`config.mk`:
```
export PLATFORM = sky130hd
export DESIGN_NAME = fp_to_int_fsm
export DESIGN_NICKNAME = d
export VERILOG_FILES = /design/src/rtl/fp_to_int_fsm.sv
export SDC_FILE = /design/constraint.sdc
export NUM_CORES = 1
export LEC_CHECK = 0
export ABC_CLOCK_PERIOD_IN_PS = 7620
export CORE_ASPECT_RATIO = 0.6
export CORE_MARGIN = 4
export CORE_UTILIZATION = 45
export DETAILED_ROUTE_END_ITERATION = 10
export HOLD_SLACK_MARGIN = 0.02
export PLACE_DENSITY = 0.67
export SKIP_LAST_GASP = 1
export SLEW_MARGIN = 20
export SYNTH_ARGS = -nofsm -noshare
export SYNTH_HDL_FRONTEND = slang
export SYNTH_SLANG_ARGS = --single-unit
```
`constraint.sdc`:
```
create_clock -name clk -period 7.62 [get_ports clk]
set_input_delay 0.762 -clock clk [delete_from_list [all_inputs] [get_ports clk]]
set_output_delay 0.762 -clock clk [all_outputs]
set_load 0.05 [all_outputs]
```
`src/rtl/fp_to_int_fsm.sv`:
```
// fp_to_int_fsm: multi-cycle IEEE-754 single-precision to int32 converter.
// One operand is accepted in IDLE. It passes through UNPACK, SHIFT and PACK,
// and the result is presented with a one-cycle r_o pulse in DONE.
// Fractions truncate toward zero. Out-of-range values saturate, and NaN maps
// to the int32 minimum with ovf set.
module fp_to_int_fsm (
  input  logic        clk,
  input  logic        rst_n,
  input  logic        r_i,
  input  logic [31:0] a,
  output logic [31:0] res,
  output logic        r_o,
  output logic        ovf
);

  typedef enum logic [2:0] {IDLE, UNPACK, SHIFT, PACK, DONE} state_t;
  typedef enum logic [1:0] {CLS_ZERO, CLS_NORM, CLS_SAT, CLS_NAN} cls_t;

  state_t      state_r;
  state_t      state_s;
  logic [31:0] op_r;
  logic        s_r;
  logic [7:0]  e_r;
  logic [23:0] m_r;
  cls_t        cls_r;
  logic        min_r;
  logic [31:0] mag_r;
  logic [32:0] pack_s;

  // Operand class from the biased exponent and the mantissa.
  function automatic cls_t classify(input logic [31:0] op);
    cls_t c;
    if (op[30:23] < 8'd127) begin
      c = CLS_ZERO;
    end else if (op[30:23] <= 8'd157) begin
      c = CLS_NORM;
    end else if ((op[30:23] == 8'd255) && (op[22:0] != 23'd0)) begin
      c = CLS_NAN;
    end else begin
      c = CLS_SAT;
    end
    return c;
  endfunction

  // Align the 24-bit significand to the integer point (the exponent bias
  // plus 23 fraction bits gives 150). Bits shifted out on the right are
  // dropped, so the result truncates toward zero.
  function automatic logic [31:0] shift_mag(input logic [23:0] m, input logic [7:0] e);
    logic [31:0] wide;
    wide = {8'd0, m};
    if (e >= 8'd150) begin
      return wide << (e - 8'd150);
    end else begin
      return wide >> (8'd150 - e);
    end
  endfunction

  // Final {ovf, res} from the class, sign and magnitude. The exact value
  // -2^31 is representable, so it is the one saturating case without ovf.
  function automatic logic [32:0] pack_res(input cls_t c, input logic s,
                                           input logic [31:0] mag, input logic is_min);
    logic [32:0] r;
    case (c)
      CLS_ZERO: r = {1'b0, 32'h0000_0000};
      CLS_NORM: r = {1'b0, (s ? (~mag + 32'd1) : mag)};
      CLS_SAT:  r = s ? {~is_min, 32'h8000_0000} : {1'b1, 32'h7FFF_FFFF};
      CLS_NAN:  r = {1'b1, 32'h8000_0000};
      default:  r = {1'b1, 32'h8000_0000};
    endcase
    return r;
  endfunction

  // State register.
  always_ff @(posedge clk or negedge rst_n) begin
    if (!rst_n) begin
      state_r <= IDLE;
    end else begin
      state_r <= state_s;
    end
  end

  // Next-state logic: a fixed five-state loop, with acceptance only in IDLE.
  always_comb begin
    state_s = state_r;
    case (state_r)
      IDLE: begin
        if (r_i) begin
          state_s = UNPACK;
        end else begin
          state_s = IDLE;
        end
      end
      UNPACK:  state_s = SHIFT;
      SHIFT:   state_s = PACK;
      PACK:    state_s = DONE;
      DONE:    state_s = IDLE;
      default: state_s = IDLE;
    endcase
  end

  // Packed result of the current conversion, consumed in PACK.
  always_comb begin
    pack_s = pack_res(cls_r, s_r, mag_r, min_r);
  end

  // Datapath: each pipeline stage loads its registers in its own state.
  always_ff @(posedge clk or negedge rst_n) begin
    if (!rst_n) begin
      op_r  <= 32'd0;
      s_r   <= 1'b0;
      e_r   <= 8'd0;
      m_r   <= 24'd0;
      cls_r <= CLS_ZERO;
      min_r <= 1'b0;
      mag_r <= 32'd0;
      res   <= 32'd0;
      ovf   <= 1'b0;
    end else begin
      case (state_r)
        IDLE: begin
          if (r_i) begin
            op_r <= a;
          end
        end
        UNPACK: begin
          s_r   <= op_r[31];
          e_r   <= op_r[30:23];
          m_r   <= {1'b1, op_r[22:0]};
          cls_r <= classify(op_r);
          min_r <= (op_r == 32'hCF00_0000);
        end
        SHIFT: begin
          mag_r <= shift_mag(m_r, e_r);
        end
        PACK: begin
          res <= pack_s[31:0];
          ovf <= pack_s[32];
        end
        DONE: begin
          op_r <= op_r;
        end
        default: begin
          op_r <= op_r;
        end
      endcase
    end
  end

  // Result-ready pulse: high for exactly the DONE cycle.
  always_ff @(posedge clk or negedge rst_n) begin
    if (!rst_n) begin
      r_o <= 1'b0;
    end else begin
      r_o <= (state_r == PACK);
    end
  end

endmodule

```
==> results.cfg, run 1 <==
[layout]
drive_above_1_share_pct = 14.6
layout.nets = 1074
post-route-cell-area_um2 = 10700
syn_to_final_growth_pct = 16.7
final_core_utilization_pct = 53.5
final_antenna_diode_count = 0
finish.cell_count_without_fillers = 1320

[clock_tree]
total_cts_buffers = 17
ctsResizeCount = 0
tritoncts = done
tritoncts_num_sinks = 137
htree_num_levels = 4
worst_setup_hold_path_clk_slew_ns = 0.06
clk_latency_ns = 0.44
clk_path_buf_depth = 2
clock_tree.root_cell = clkbuf_16
cts.hold.buffers_added = 0
cts_setup_buffers = 0

[worst_setup_path]
crit_path_cell_trace = buf_4 > inv_1 > ha_1 > buf_4 > mux2i_1 > mux2i_1 > mux2i_1 > mux2i_1 > a221oi_1 > o22ai_1
endpoint_kind = flip-flop
reg2reg_to = mag_r[1]$_DFFE_PN0N_
cp_top_family = buffers and inverters
cp_max_fanout = 50
ff2ff_setup_slack_ns = 3.48
r2r_cells = 10
criticalPathCategory = reg -> reg
timing.critical_path.buf_inv = 3
slowest_cell_on_crit_path = ha_1
critical_path_depth = 10
worst_path_largest_cell_delay_ns = 0.90
regToRegStartpoint = e_r[0]$_DFFE_PN0N_
critical-path-top-cell-by-count = mux2i_1
start_kind = flip-flop
worstPathArrival_ns = 4.45
worstPathRequired_ns = 7.93

[routing]
drt_wl_total_um = 27600
vias_post_dr = 8112
antenna_left = 0
post_drt_wl_per_cell_um = 20.9
post_drt_via_cell_ratio = 6.15
drt_pass1_iterations = 5
detail_route.drc_violations = 0
drt_iter0_drc = 950

[synth]
synth.most_common_cell = nand2_1
synth-main-ff-cell = dfrtp_1
synth.yosys.warnings = 0
synth_top_cell_by_area = dfrtp_1
synth_edf_count = 0
synth_largest_type_area_fraction_pct = 37.5
post_synth_instance_area_um2 = 9150
ys_types = 77
ys_ff_latch = 137
ys_async_sr_fraction_pct = 100
syn-mean-instance-area_um2 = 9.19
synth-seq-area-share_pct = 37.5
synth_area_leaders = dfrtp_1 37%, mux2i_1 8.4%, nand2_1 7.9%
number_of_nets_produced_by_synthesis = 1035
mapped_cells = 995
synthTopCellsByCount = 193 x nand2_1, 137 x dfrtp_1, 77 x mux2i_1

[place]
dp_hpwl_um = 20300
numPortBuffers = 68
dpl-instance-area_um2 = 10000
place.detailed.instances = 1288
routabilityCongestion = 0.960

[die]
fp.coreArea_um2 = 20000
die_outline_area_um2 = 22700
top_level_port_count = 69
horizontal_extent_of_the_die_um = 192
initial_utilization_pct = 45.8
fp-row-count = 40
die_height_um = 118

[global_routing]
grt_max_degree = 78
grt_overflow_total = 0
globalRouteTotalUtil_pct = 24.9
grt_pass1_vias = 7638
antenna_violations_before_repair = 0
global_route_wire_length_before_repair_um = 44400

[sta]
final_max_slew_viol_count = 0
fmax_mhz = 241
timing_hold_violations_final = 0
finalSetupTns_ns = 0
worst_slew_pin_slew_ns = 1.09
period_share_pct = 54.4
finClkSkew_ns = 0.0134
timing.final.crit_period_ns = 4.14
report.final.setup_viol = 0
rsz0062_at_grt = no
slew_headroom_pct = 26.6

[worst_hold_path]
min_path_type = in -> async

[flow_run]
drv_cap = 0

[outcome]
run_status = complete, no violations
==> how the worst max path moves through the flow <==
stage	from	to
2_1_floorplan	e_r[0]$_DFFE_PN0N_	mag_r[14]$_DFFE_PN0N_
3_3_place_gp	e_r[0]$_DFFE_PN0N_	mag_r[7]$_DFFE_PN0N_
3_5_place_dp	e_r[0]$_DFFE_PN0N_	mag_r[7]$_DFFE_PN0N_
4_1_cts	e_r[0]$_DFFE_PN0N_	mag_r[7]$_DFFE_PN0N_
5_1_grt	e_r[0]$_DFFE_PN0N_	mag_r[7]$_DFFE_PN0N_
6_report	e_r[0]$_DFFE_PN0N_	mag_r[1]$_DFFE_PN0N_
==> cells by family after synthesis <==
kind of cell,synth area share (%)
multiplexers,18.5
flip-flops,37.5
adder cells (fa/ha/maj),0.684
AND/OR/NAND/NOR,18.7
AO/OA/AOI/OAI,16.7
buffers and inverters,3.94
XOR/XNOR,3.91
==> registers in the layout, summed over array words and instances (netlist names) <==
signal	count
ovf	1
state_r	3
op_r	32
res	32
r_o	1
cls_r	2
m_r	24
e_r	8
mag_r	32
s_r	1
min_r	1
==> placed cells by master (no fill, tap or decap), drive strengths merged, types with 6 or more instances in the layout <==
cell type / instances
xor2: 12
o41ai: 10
mux2: 60
nand3: 20
clkinv: 6
mux4: 11
xnor2: 28
o211ai: 15
nor2: 70
and3: 6
buf: 19
a32oi: 8
o21ai: 50
a21oi: 47
nand2: 194
mux2i: 77
clkdlybuf4s50: 67
o21a: 12
nor4: 10
inv: 12
o31ai: 14
a211oi: 14
nor3: 18
o22ai: 6
dfrtp: 137
clkbuf: 20
nand3b: 6
nand2b: 9
a31oi: 10
==> metal layers <==
layer | track usage [%] | part of all wire, % | vias up
met5 | 0 | 0 | -
met4 | 5.57 | 1.1 | 0
met3 | 10.3 | 11 | 27
met2 | 30.7 | 38 | 347
met1 | 39.6 | 49 | 4055
li1 | - | - | 3683
==> final cells by class <==
| class | instances | area, um2 |
|---|---|---|
| inverter | 13 | 48.8 |
| multi-input combinational | 779 | 5390 |
| clock buffer | 20 | 447 |
| clock inverter | 12 | 198 |
| tap | 273 | 342 |
| timing repair buffer | 86 | 821 |
| fill | 1809 | 9300 |
| sequential | 137 | 3430 |
==> stage by stage <==
step | setup WS [ns] | hold slack [ns]
after floorplan | 4.71 | 0.450
after global placement | 3.58 | 0.453
after detailed placement | 3.53 | 0.456
after CTS | 3.51 | 0.305
after global routing | 3.16 | 0.329
final | 3.48 | 0.280
Power of run 1 is not shown: default switching activity piles up to over one toggle a cycle in this logic, so the estimate is an artifact.
==> run 2, diff against run 1 <==
--- a/config.mk
+++ b/config.mk
@@ -5,13 +5,13 @@
 export SDC_FILE = /design/constraint.sdc
 export NUM_CORES = 1
 export LEC_CHECK = 0
-export ABC_CLOCK_PERIOD_IN_PS = 7620
+export ABC_CLOCK_PERIOD_IN_PS = 3700
 export CORE_ASPECT_RATIO = 0.6
 export CORE_MARGIN = 4
 export CORE_UTILIZATION = 45
 export DETAILED_ROUTE_END_ITERATION = 10
 export HOLD_SLACK_MARGIN = 0.02
-export PLACE_DENSITY = 0.67
+export PLACE_DENSITY = 0.69
 export SKIP_LAST_GASP = 1
 export SLEW_MARGIN = 20
 export SYNTH_ARGS = -nofsm -noshare
==> constraint.sdc (replaced) <==
create_clock -name clk -period 3.7 [get_ports clk]
set_input_delay 0.37 -clock clk [delete_from_list [all_inputs] [get_ports clk]]
set_output_delay 0.37 -clock clk [all_outputs]
set_load 0.05 [all_outputs]
==> run 2 against run 1 <==
  * Clock skew down 0.0048 ns
  * Routed wire length up 1.4%
  * Via count down 0.26%
  * Critical path depth down 3
  * Sequential share of layout area down 0.40 points
  * Non-clock buffer count up 16
  * Die area unchanged
  * Worst hold slack better by 0.18 ns
  * Cell count up 1.4%
  * Worst setup slack worse by 3.0 ns
  * Critical path type unchanged
==> results.cfg, run 2 (synthesis gave the netlist of run 1 again) <==
[worst_hold_path]
min_path_type = reg -> reg
worstHoldPathCells = 2
whs_endpoint = ovf$_DFFE_PN0P_
worst_min_delay_path_startpoint = ovf$_DFFE_PN0P_

[worst_setup_path]
worstPathRequired_ns = 4.03
r2r_cells = 7
endpoint_kind = flip-flop
ff2ff_setup_slack_ns = 0.52
criticalPathCategory = reg -> reg
crit_path_cell_trace = ha_1 > nand2b_1 > a21oi_1 > o32ai_2 > a211oi_1 > nand4_1 > a31oi_1
cp_max_fanout = 13
worst_path_largest_cell_delay_ns = 0.74
cp_top_family = compound AO/OA/AOI/OAI gates
start_kind = flip-flop
worstPathArrival_ns = 3.52
timing.critical_path.buf_inv = 0
reg2reg_to = mag_r[5]$_DFFE_PN0N_
slowest_cell_on_crit_path = a211oi_1
regToRegStartpoint = e_r[2]$_DFFE_PN0N_

[global_routing]
grt_pass1_vias = 7713
grt_max_degree = 72
grt_overflow_total = 0
global_route_wire_length_before_repair_um = 44500
antenna_violations_before_repair = 0
globalRouteTotalUtil_pct = 25.0

[clock_tree]
tritoncts = done
clk_latency_ns = 0.43
ctsResizeCount = 0
tritoncts_num_sinks = 137
clock_tree.root_cell = clkbuf_16
cts_setup_buffers = 0
worst_setup_hold_path_clk_slew_ns = 0.06
cts.hold.buffers_added = 1
clk_path_buf_depth = 2
total_cts_buffers = 17
htree_num_levels = 4

[sta]
final_max_slew_viol_count = 0
worst_slew_pin_slew_ns = 1.02
timing.final.crit_period_ns = 3.18
finalSetupTns_ns = 0
slew_headroom_pct = 31.6
report.final.setup_viol = 0
rsz0062_at_grt = no
finClkSkew_ns = 0.00865
fmax_mhz = 314
timing_hold_violations_final = 0
period_share_pct = 86.0

[flow_run]
drv_cap = 0

[routing]
drt_pass1_iterations = 6
drt_wl_total_um = 28000
post_drt_wl_per_cell_um = 20.9
vias_post_dr = 8091
antenna_left = 0
drt_iter0_drc = 967
detail_route.drc_violations = 0
post_drt_via_cell_ratio = 6.05

[layout]
most_common_cell_after_layout_fill_and_taps_aside = nand2_1
drive_above_1_share_pct = 15.8
layout.nets = 1090
syn_to_final_growth_pct = 18.2
reg_top3 = mag_r x32, op_r x32, res x32
final_cell_mix = 192 x nand2_1, 136 x dfrtp_1, 77 x mux2i_1, 70 x nor2_1, 67 x clkdlybuf4s50_1

[place]
routabilityCongestion = 0.968
dp_hpwl_um = 21200
numPortBuffers = 68

[die]
horizontal_extent_of_the_die_um = 192
initial_utilization_pct = 45.8
top_level_port_count = 69
die_outline_area_um2 = 22700
fp-row-count = 40
fp.coreArea_um2 = 20000
die_height_um = 118

[outcome]
run_status = complete, no violations
==> run 2: cell count changes in the layout (fill, tap and decap cells not counted), sizes merged <==
cell	delta
buf	+15
clkbuf	-2
clkinv	-1
clkinvlp	+1
diode	+2
dlygate4sd3	+1
inv	+2
==> run 2: per-layer routing <==
metal  routed length (um)  global-route usage, %  vias to the layer above
li1                     -                      -                     3728
met1                13900                   40.7                     3976
met2                10600                   30.8                      355
met3                 2960                   8.18                       32
met4                  480                   6.14                        0
met5                    0                      0                        -
==> run 2: final cells by class <==
type,count,area (um2)
Clock buffer,18,429
Clock inverter,14,221
Fill cell,1818,9160
Inverter,13,48.8
Timing Repair Buffer,102,952
Tap cell,273,342
Multi-Input combinational cell,779,5380
Sequential cell,137,3430
Antenna cell,2,5.00
==> run 2: metrics by stage <==
step,cells,util (%),worst slack (ns),hold slack (ns),instance area [um2]
after detailed placement,1303,50.8,0.694,0.408,10100
after global routing,1336,54.1,0.384,0.503,10800
after CTS,1336,54.1,0.659,0.470,10800
after global placement,1303,50.8,0.696,0.408,10100
final,1338,54.1,0.518,0.462,10800
after floorplan,995,-,0.786,0.0744,9150
==> run 2: how the worst max path moves through the flow <==
stage | from | to | depth (start not counted)
floorplan | e_r[0]$_DFFE_PN0N_ | mag_r[14]$_DFFE_PN0N_ | 13
global placement | e_r[2]$_DFFE_PN0N_ | mag_r[5]$_DFFE_PN0N_ | 7
detailed placement | e_r[2]$_DFFE_PN0N_ | mag_r[5]$_DFFE_PN0N_ | 7
CTS | e_r[2]$_DFFE_PN0N_ | mag_r[5]$_DFFE_PN0N_ | 7
global route | e_r[2]$_DFFE_PN0N_ | mag_r[3]$_DFFE_PN0N_ | 7
finish | e_r[2]$_DFFE_PN0N_ | mag_r[5]$_DFFE_PN0N_ | 7
==> run 2: tightest hold or removal path, stage by stage (launching register included) <==
cell,delay [ns]
dfrtp_1,0.34
nand2_1,0.05
nand2_1,0.05
Power of run 2 is left out for the same reason.
